<file path="config.mk">
export PLATFORM = sky130hd
export DESIGN_NAME = booth_wallace_multiplier
export DESIGN_NICKNAME = d
export VERILOG_FILES = /design/src/rtl/mul_pkg.sv /design/src/rtl/csa_compress_tree.sv /design/src/rtl/booth_wallace_multiplier.sv
export SDC_FILE = /design/constraint.sdc
export NUM_CORES = 2
export LEC_CHECK = 0
export BUFFER_PORTS_ARGS = -buffer_cell sky130_fd_sc_hd__buf_2
export CORE_MARGIN = 3
export CORE_UTILIZATION = 45
export DETAILED_ROUTE_END_ITERATION = 8
export PLACE_DENSITY = 0.68
export SYNTH_ARGS = -nofsm -noshare
export SYNTH_HDL_FRONTEND = slang
export SYNTH_SLANG_ARGS = --single-unit
export TNS_END_PERCENT = 50
</file>
<file path="constraint.sdc">
create_clock -name clk -period 67 [get_ports clk]
set_input_delay 20.1 -clock clk [delete_from_list [all_inputs] [get_ports clk]]
set_output_delay 20.1 -clock clk [all_outputs]
set_load 0.05 [all_outputs]
</file>
<file path="src/rtl/mul_pkg.sv">
// Shared types and helpers for the radix-4 Booth multiplier datapath.
package mul_pkg;

    typedef enum logic [1:0] {
        MUL_OP    = 2'd0,
        MULH_OP   = 2'd1,
        MULHSU_OP = 2'd2,
        MULHU_OP  = 2'd3
    } mul_op_e;

    typedef struct packed {
        logic neg;
        logic one;
        logic two;
    } booth_digit_t;

    function automatic int pp_num(input int width);
        return (width / 2) + 1;
    endfunction

    function automatic int prod_w(input int width);
        return 2 * width;
    endfunction

    // Recodes {b[2i+1], b[2i], b[2i-1]} into a digit in {-2..+2}; both zero codes yield neg=0
    function automatic booth_digit_t booth_encode(input logic [2:0] trip);
        booth_digit_t dig;
        case (trip)
            3'b001, 3'b010: dig = '{neg: 1'b0, one: 1'b1, two: 1'b0};
            3'b011:         dig = '{neg: 1'b0, one: 1'b0, two: 1'b1};
            3'b100:         dig = '{neg: 1'b1, one: 1'b0, two: 1'b1};
            3'b101, 3'b110: dig = '{neg: 1'b1, one: 1'b1, two: 1'b0};
            default:        dig = '{neg: 1'b0, one: 1'b0, two: 1'b0};
        endcase
        return dig;
    endfunction

endpackage

</file>
<file path="src/rtl/csa_compress_tree.sv">
// Generic Wallace-style carry-save tree: reduces ROWS addends of ROW_W bits to a sum/carry pair
// using layers of 3:2 compressors. Purely combinational; results are modulo 2^ROW_W.
module csa_compress_tree #(
    parameter int ROWS  = 4,
    parameter int ROW_W = 16
) (
    input  logic [ROWS-1:0][ROW_W-1:0] rows,
    output logic [ROW_W-1:0]           sum,
    output logic [ROW_W-1:0]           carry
);

    function automatic int next_rows(input int n);
        return 2 * (n / 3) + (n % 3);
    endfunction

    function automatic int rows_at(input int n, input int lvl);
        int r;
        r = n;
        for (int k = 0; k < lvl; k++) begin
            r = next_rows(r);
        end
        return r;
    endfunction

    function automatic int num_levels(input int n);
        int r;
        int l;
        r = n;
        l = 0;
        while (r > 2) begin
            r = next_rows(r);
            l++;
        end
        return l;
    endfunction

    localparam int LEVELS = num_levels(ROWS);

    logic [ROW_W-1:0] tree_s [LEVELS+1][ROWS];

    for (genvar r = 0; r < ROWS; r++) begin : g_in
        assign tree_s[0][r] = rows[r];
    end

    for (genvar l = 0; l < LEVELS; l++) begin : g_lvl
        localparam int N = rows_at(ROWS, l);
        localparam int G = N / 3;

        for (genvar g = 0; g < G; g++) begin : g_csa
            logic [ROW_W-1:0] x_s, y_s, z_s;
            assign x_s = tree_s[l][3*g];
            assign y_s = tree_s[l][3*g+1];
            assign z_s = tree_s[l][3*g+2];
            assign tree_s[l+1][2*g]   = x_s ^ y_s ^ z_s;
            assign tree_s[l+1][2*g+1] = ((x_s & y_s) | (x_s & z_s) | (y_s & z_s)) << 1;
        end

        // Leftover rows that do not fill a compressor pass straight to the next layer
        for (genvar p = 3*G; p < N; p++) begin : g_pass
            assign tree_s[l+1][p-G] = tree_s[l][p];
        end

        for (genvar t = N-G; t < ROWS; t++) begin : g_tie
            assign tree_s[l+1][t] = '0;
        end
    end

    assign sum   = tree_s[LEVELS][0];
    assign carry = tree_s[LEVELS][1];

endmodule

</file>
<file path="src/rtl/booth_wallace_multiplier.sv">
// 3-stage radix-4 Booth / carry-save multiplier for MUL, MULH, MULHSU and MULHU with valid/ready,
// flush and tag passthrough. Define MUL_PERF_CNT_EN to add the accepted-op counter perf_mul_cnt_o.
module booth_wallace_multiplier
    import mul_pkg::*;
#(
    parameter int WIDTH     = 32,
    parameter int TAG_WIDTH = 6
) (
    input  logic                 clk,
    input  logic                 rst,
    input  logic                 flush_i,
    input  logic                 in_valid_i,
    output logic                 in_ready_o,
    input  logic [1:0]           op_i,
    input  logic [WIDTH-1:0]     a_i,
    input  logic [WIDTH-1:0]     b_i,
    input  logic [TAG_WIDTH-1:0] tag_i,
    output logic                 out_valid_o,
    input  logic                 out_ready_i,
    output logic [WIDTH-1:0]     result_o,
    output logic [TAG_WIDTH-1:0] tag_o
`ifdef MUL_PERF_CNT_EN
    ,
    output logic [31:0]          perf_mul_cnt_o
`endif
);

    localparam int PP_NUM = pp_num(WIDTH);
    localparam int PROD_W = prod_w(WIDTH);
    localparam int EXT_W  = WIDTH + 2;
    localparam int ROWS   = PP_NUM + 2;

    // Rows are stored as {~sign, low bits}; this constant subtracts the 2^(EXT_W+2i) bias of every row
    function automatic logic [PROD_W-1:0] se_const();
        logic [PROD_W-1:0] c;
        c = '0;
        for (int i = 0; i < PP_NUM; i++) begin
            c = c - ({{(PROD_W-1){1'b0}}, 1'b1} << (EXT_W + 2*i));
        end
        return c;
    endfunction

    localparam logic [PROD_W-1:0] SE_CONST = se_const();

    // One partial product: {neg, (digit magnitude * a) in EXT_W+1 bits, ones-complemented when negative}
    function automatic logic [EXT_W+1:0] booth_row(input logic [EXT_W-1:0] a_ext, input logic [2:0] trip);
        booth_digit_t     dig;
        logic [EXT_W:0]   mag;
        dig = booth_encode(trip);
        if (dig.two) begin
            mag = {a_ext, 1'b0};
        end else if (dig.one) begin
            mag = {a_ext[EXT_W-1], a_ext};
        end else begin
            mag = '0;
        end
        return {dig.neg, mag ^ {(EXT_W+1){dig.neg}}};
    endfunction

    logic adv0_s, adv1_s, adv2_s, accept_s;
    logic v0_r, v1_r;

    mul_op_e                        op_s;
    logic [EXT_W-1:0]               a_ext_s, b_ext_s;
    logic [EXT_W:0]                 b_pad_s;
    logic [PP_NUM-1:0][EXT_W:0]     pp_s;
    logic [PP_NUM-1:0]              neg_s;

    logic [PP_NUM-1:0][EXT_W:0]     pp0_r;
    logic [PP_NUM-1:0]              neg0_r;
    mul_op_e                        op0_r;
    logic [TAG_WIDTH-1:0]           tag0_r;

    logic [ROWS-1:0][PROD_W-1:0]    rows_s;
    logic [PROD_W-1:0]              csa_sum_s, csa_carry_s;

    logic [PROD_W-1:0]              sum1_r, carry1_r;
    mul_op_e                        op1_r;
    logic [TAG_WIDTH-1:0]           tag1_r;

    logic [PROD_W-1:0]              prod_s;
    logic [WIDTH-1:0]               res_s;

    assign adv2_s     = !out_valid_o || out_ready_i;
    assign adv1_s     = !v1_r || adv2_s;
    assign adv0_s     = !v0_r || adv1_s;
    assign in_ready_o = adv0_s;
    assign accept_s   = in_valid_i && in_ready_o && !flush_i;

    // S0: operand extension and Booth partial-product generation
    always_comb begin
        op_s    = mul_op_e'(op_i);
        a_ext_s = (op_s == MULHU_OP) ? {2'b00, a_i} : {{2{a_i[WIDTH-1]}}, a_i};
        b_ext_s = (op_s == MUL_OP || op_s == MULH_OP) ? {{2{b_i[WIDTH-1]}}, b_i} : {2'b00, b_i};
        b_pad_s = {b_ext_s, 1'b0};
        pp_s    = '0;
        neg_s   = '0;
        for (int i = 0; i < PP_NUM; i++) begin
            {neg_s[i], pp_s[i]} = booth_row(a_ext_s, b_pad_s[2*i +: 3]);
        end
    end

    // Stage valid bits: shift on advance, cleared by flush
    always_ff @(posedge clk or posedge rst) begin
        if (rst) begin
            v0_r        <= 1'b0;
            v1_r        <= 1'b0;
            out_valid_o <= 1'b0;
        end else if (flush_i) begin
            v0_r        <= 1'b0;
            v1_r        <= 1'b0;
            out_valid_o <= 1'b0;
        end else begin
            if (adv0_s) v0_r        <= in_valid_i;
            if (adv1_s) v1_r        <= v0_r;
            if (adv2_s) out_valid_o <= v1_r;
        end
    end

    // reg0: partial products, loaded only on an accepted op
    always_ff @(posedge clk or posedge rst) begin
        if (rst) begin
            pp0_r  <= '0;
            neg0_r <= '0;
            op0_r  <= MUL_OP;
            tag0_r <= '0;
        end else if (accept_s) begin
            pp0_r  <= pp_s;
            neg0_r <= neg_s;
            op0_r  <= op_s;
            tag0_r <= tag_i;
        end
    end

    // S1: place rows at their radix-4 weights, plus the negate-bit row and the sign-bias constant
    always_comb begin
        rows_s = '0;
        for (int i = 0; i < PP_NUM; i++) begin
            rows_s[i] = {{(PROD_W-EXT_W-1){1'b0}}, ~pp0_r[i][EXT_W], pp0_r[i][EXT_W-1:0]} << (2*i);
            rows_s[PP_NUM][2*i] = neg0_r[i];
        end
        rows_s[PP_NUM+1] = SE_CONST;
    end

    csa_compress_tree #(
        .ROWS  (ROWS),
        .ROW_W (PROD_W)
    ) u_csa (
        .rows  (rows_s),
        .sum   (csa_sum_s),
        .carry (csa_carry_s)
    );

    // reg1: carry-save pair
    always_ff @(posedge clk or posedge rst) begin
        if (rst) begin
            sum1_r   <= '0;
            carry1_r <= '0;
            op1_r    <= MUL_OP;
            tag1_r   <= '0;
        end else if (adv1_s && v0_r && !flush_i) begin
            sum1_r   <= csa_sum_s;
            carry1_r <= csa_carry_s;
            op1_r    <= op0_r;
            tag1_r   <= tag0_r;
        end
    end

    // S2: carry-propagate add and half select
    always_comb begin
        prod_s = sum1_r + carry1_r;
        if (op1_r == MUL_OP) begin
            res_s = prod_s[WIDTH-1:0];
        end else begin
            res_s = prod_s[PROD_W-1:WIDTH];
        end
    end

    // reg2: output register, held while the consumer stalls
    always_ff @(posedge clk or posedge rst) begin
        if (rst) begin
            result_o <= '0;
            tag_o    <= '0;
        end else if (adv2_s && v1_r && !flush_i) begin
            result_o <= res_s;
            tag_o    <= tag1_r;
        end
    end

`ifdef MUL_PERF_CNT_EN
    // Accepted-op counter, wraps naturally at 2^32
    always_ff @(posedge clk or posedge rst) begin
        if (rst) begin
            perf_mul_cnt_o <= 32'd0;
        end else if (accept_s) begin
            perf_mul_cnt_o <= perf_mul_cnt_o + 32'd1;
        end
    end
`else
    // Counter absent: accepted ops are not tracked.
`endif

endmodule

</file>
Word level (Yosys, flattened, before mapping)
Index checks and enable logic that the tools add are counted.
{"block": "classes", "mux": 60, "eq_ne": 101, "reduce_logical": 51, "bitwise_logic": 149, "n_addsub": 1}
{"operator": "$and A63 B63 Y63", "n": 32}
{"operator": "$or A63 B63 Y63", "n": 28}
{"operator": "$xor A64 B64 Y64", "n": 22}
{"operator": "$mux W35", "n": 30}
{"operator": "$xor A35 B35 Y35", "n": 15}
{"operator": "$pmux W3 S4", "n": 16}
{"operator": "$eq A3 B3 Y1 const B", "n": 48}
{"operator": "$mux W34", "n": 4}
{"operator": "$and A63 B33 Y63", "n": 2}
{"operator": "$or A63 B62 Y63", "n": 2}
{"operator": "$eq A3 B2 Y1 const B", "n": 32}
{"operator": "$mux W32", "n": 3}
{"operator": "$add A64 B64 Y64", "n": 1}
{"operator": "$reduce_or A2 Y1", "n": 32}
{"operator": "$xor A64 B33 Y64", "n": 1}
{"operator": "$and A59 B63 Y63", "n": 1}
{"operator": "$and A61 B63 Y63", "n": 1}
{"operator": "$or A63 B39 Y63", "n": 1}
{"operator": "$or A63 B45 Y63", "n": 1}
{"operator": "$or A63 B51 Y63", "n": 1}
{"operator": "$or A63 B57 Y63", "n": 1}
{"operator": "$xor A61 B63 Y63", "n": 1}
{"operator": "$and A59 B61 Y61", "n": 1}
{"operator": "$xor A59 B61 Y61", "n": 1}
{"operator": "34 further kinds", "n": 85}
{"block": "totals", "out_inout_bits": 40, "in_bits": 77, "regBits": 792}

Logic depth before layout (Yosys ltp)
{"block": "depth", "ltp_word": 19, "ltp_mapped": 13, "ltp_nobuf": 13}

Modules after synthesis
From an unflattened synthesis, not the netlist that was laid out.
{"block": "unflattened", "hier_cells": 8026, "hier_area_um2": 73133.9}
{"mod": "booth_wallace_multiplier", "n_inst": 1, "cells_per_inst": 5185, "area_each_um2": 45019.4}
{"mod": "csa_compress_tree", "n_inst": 1, "cells_per_inst": 2841, "area_each_um2": 28114.5}

Worst setup path before layout
No wires, ideal clock.
{"block": "synth_path", "path_kind": "input to output", "startpoint": "input port out_ready_i", "endpoint": "output port in_ready_o", "arrival_ns": 20.819, "setup_slack_ns": 26.081, "path_buffers": 0, "path_stages": 2, "required_time_ns": 46.900, "cell_sequence": "nor2b_1 nand3_1"}
{"block": "synth_via", "elab_chain_cells": 3}
{"item": "from (decl)", "line_no": "booth_wallace_multiplier.sv:19", "source": "input logic out_ready_i,"}
{"item": "$logic_or A1 B1 Y1", "line_no": "booth_wallace_multiplier.sv:84", "source": "assign adv2_s = !out_valid_o || out_ready_i;"}
{"item": "$logic_or A1 B1 Y1", "line_no": "booth_wallace_multiplier.sv:85", "source": "assign adv1_s = !v1_r || adv2_s;"}
{"item": "$logic_or A1 B1 Y1", "line_no": "booth_wallace_multiplier.sv:86", "source": "assign adv0_s = !v0_r || adv1_s;"}
{"item": "to (decl)", "line_no": "booth_wallace_multiplier.sv:13", "source": "output logic in_ready_o,"}
Every way passes these cells.

Worst setup path after layout
Ends and elaborated chain as after synthesis.

==> flow_summary.json <==
{
  "status": "finished, final reports clean",
  "fmaxAchievable_mhz": 24.4,
  "busiest_layer": "met2",
  "final_cell_area_mm2": 0.0642,
  "slew_headroom_pct": 15.5,
  "clock_latency_ns": 0.69,
  "syn_area_mm2": 0.0593,
  "antenna_found_initial": 20,
  "worstPathArrival_ns": 20.96,
  "yosysSeqAreaShare_pct": 32.6,
  "fin_setup_tns_ns": 0,
  "clk_pin_slew_ns": 0.06,
  "crit_chain": "buf_2 -> nor2b_1 -> nand3_1 -> buf_2",
  "rsz0062_at_grt": "false",
  "cts_buffers": 91,
  "pin_count": 117,
  "drive_above_1_share_pct": 8.92,
  "cts_resized": 0,
  "syn_avg_cell_area_um2": 9.05,
  "root_buffer": "clkbuf_16",
  "core_area_mm2": 0.130,
  "placed_cell_area_mm2": 0.0609,
  "io_buffers": 116,
  "routedWlPerCell_um": 22.9,
  "yosysUniqueCellTypes": 60,
  "syn_to_final_growth_pct": 8.24,
  "grt_pass1_wl_um": 285000,
  "grt_pass1_vias": 46504,
  "rows": 132,
  "ys_seq_elements": 773,
  "routed_via_density": 5.78,
  "dpl.cell_count": 7933,
  "p_per_area_mw_per_mm2": 57.1,
  "hold_depth": 2,
  "remaining_drc_errors": 0,
  "crit_fanout": 6,
  "die_area_mm2": 0.136,
  "cts_tree": "yes",
  "final_cells": 8106,
  "fin_crit_ns": 41.06,
  "finalWirelength_um": 186000,
  "min_period_over_period_pct": 61.3,
  "async_flop_share_pct": 100,
  "synth_edf_count": 0,
  "h-tree-depth": 3,
  "grt.overflow.total": 0,
  "n_fill_cell": 12147,
  "synth_ff_type": "dfrtp_1",
  "fin_nets": 7094,
  "tightest_slew_ns": 1.27,
  "grtUsageMet3_pct": 7.37,
  "peakVddDrop_v": 0.000122,
  "grt_max_degree": 296,
  "met1_usage_pct": 37.5,
  "die-width_um": 369,
  "ant_nets": 0,
  "worstPathRequired_ns": 46.90,
  "cp_slowest_cell": "nor2b_1",
  "met2_usage_pct": 40.6,
  "track_usage_pct": 27.2,
  "gp_congestion": 0.937,
  "first_iter_violations": 4985,
  "hold_buffers": 0,
  "netlist_instances": 6549,
  "yosys_warnings": 0,
  "setup_viol": 0,
  "drv_slew": 0,
  "path_common_cell": "buf_2",
  "start_util_pct": 45.5,
  "reg2reg_depth": 9,
  "clock_skew_ns": 0.0251,
  "drtPass1Iterations": 8,
  "path_class": "in -> out",
  "critPathCaptureType": "primary output",
  "min_path_type": "reg -> reg",
  "cts_buffer_depth": 3,
  "power.leakage_nw": 30.1,
  "dieHeight_um": 369,
  "drv_cap": 0,
  "synth_nets": 7359,
  "dr_total_vias": 46827,
  "slowest_delay_ns": 0.33,
  "hold_viol": 0,
  "clock-sinks": 773,
  "post_cts_buffers": 0,
  "dp_hpwl_um": 124000,
  "critPathLaunchType": "primary input"
}
==> routing by layer <==
layer	share of wire (%)	wire, µm
met4	4.2	7780
met2	43	80600
met3	11	21000
met1	41	76400
met5	0.036	67
==> cell usage after synthesis, drive strengths merged (5+ instances only) <==
| cell | number | area (µm²) |
|---|---|---|
| nand4 | 14 | 87.6 |
| a311oi | 12 | 105 |
| inv | 808 | 3030 |
| o22ai | 6 | 37.5 |
| nor4 | 6 | 37.5 |
| ha | 254 | 3180 |
| o21a | 11 | 82.6 |
| dfrtp | 773 | 19300 |
| fa | 479 | 9590 |
| a31oi | 25 | 193 |
| mux2 | 140 | 1580 |
| buf | 56 | 210 |
| a21oi | 192 | 965 |
| a211oi | 7 | 70.1 |
| o31ai | 13 | 108 |
| a22oi | 9 | 67.6 |
| nor2b | 9 | 56.3 |
| o21bai | 10 | 75.1 |
| o21ai | 681 | 3410 |
| and2 | 11 | 68.8 |
| xnor2 | 71 | 622 |
| a221oi | 436 | 3820 |
| xor2 | 504 | 4410 |
| nand2b | 6 | 37.5 |
| and3 | 43 | 269 |
| a21o | 40 | 300 |
| mux2i | 5 | 50.1 |
| nand2 | 768 | 2880 |
| nor3 | 21 | 105 |
| nor2 | 569 | 2140 |
| nand3 | 16 | 80.1 |
| clkbuf | 516 | 1940 |
==> state kept, by name, indices dropped and copies added (netlist names) <==
register	cells
carry1_r	59
neg0_r	17
op0_r	2
op1_r	2
out_valid_o	1
pp0_r	576
result_o	32
sum1_r	64
tag0_r	6
tag1_r	6
tag_o	6
v0_r	1
v1_r	1
==> metrics by stage <==
stage          power, mW  worst slack [ns]  utilization, %  hold WS [ns]
4_1_cts             3.60             25.94            49.3         0.465
5_1_grt             3.93             25.85            49.3         0.489
2_1_floorplan       1.95             25.20               -         0.433
6_report            3.66             25.94            49.3         0.464
3_5_place_dp        3.05             25.94            46.8         0.449
3_3_place_gp        2.99             25.93            46.8         0.441
==> cells by family after synthesis <==
family          share of synthesized area (%)
compound gates                           16.0
simple gates                             9.89
flops                                    32.6
mux                                      2.74
buf+inv                                  8.74
fa+ha+maj                                21.5
xor+xnor                                 8.50
==> placed cells by master (no fill, tap or decap), drive strengths merged, types with 21 or more instances in the layout <==
master / synthesis / routed
dfrtp: 773 / 773
buf: 56 / 214
o21ai: 681 / 681
xnor2: 71 / 71
a21oi: 192 / 192
fa: 479 / 479
a221oi: 436 / 436
and3: 43 / 43
nor3: 21 / 21
a31oi: 25 / 25
clkbuf: 516 / 123
a21o: 40 / 40
ha: 254 / 254
xor2: 504 / 504
inv: 808 / 815
mux2: 140 / 140
nor2: 569 / 569
nand2: 768 / 768
==> worst max-delay path: cells and delay by family <==
kind	cells	cell delay [ns]
buffers and inverters	2	0.34
and+or+nand+nor	2	0.52
==> worst paths after layout <==
path,start,endpoint,slack (ns)
max in group asynchronous,rst,pp0_r[247],44.06
worst min-delay path,tag1_r[1],tag_o[1],0.46
worst max-delay path,out_ready_i,in_ready_o,25.94
worst min register to register,tag1_r[1],tag_o[1],0.46
min in group asynchronous,rst,out_valid_o,19.60
worst max register to register,out_valid_o,pp0_r[208],61.86
==> power by group <==
| group | total [mW] | switching (mW) | internal [mW] | leakage, nW |
|---|---|---|---|---|
| clock | 0.543 | 0.219 | 0.324 | 1.59 |
| sequential | 0.641 | 0.0685 | 0.573 | 9.81 |
| combinational | 2.48 | 1.55 | 0.928 | 18.7 |
==> final cells by class <==
type | instances | area, µm² | area share (%)
Timing Repair Buffer | 214 | 1340 | 2.09
Clock buffer | 123 | 2600 | 4.05
Sequential cell | 773 | 19300 | 30.2
Tap cell | 1742 | 2180 | 3.40
Clock inverter | 43 | 626 | 0.975
Inverter | 808 | 3040 | 4.74
Multi-Input combinational cell | 4396 | 35000 | 54.6
Antenna cell | 7 | 17.5 | 0.0273
Power figures use the tool's default switching activity.
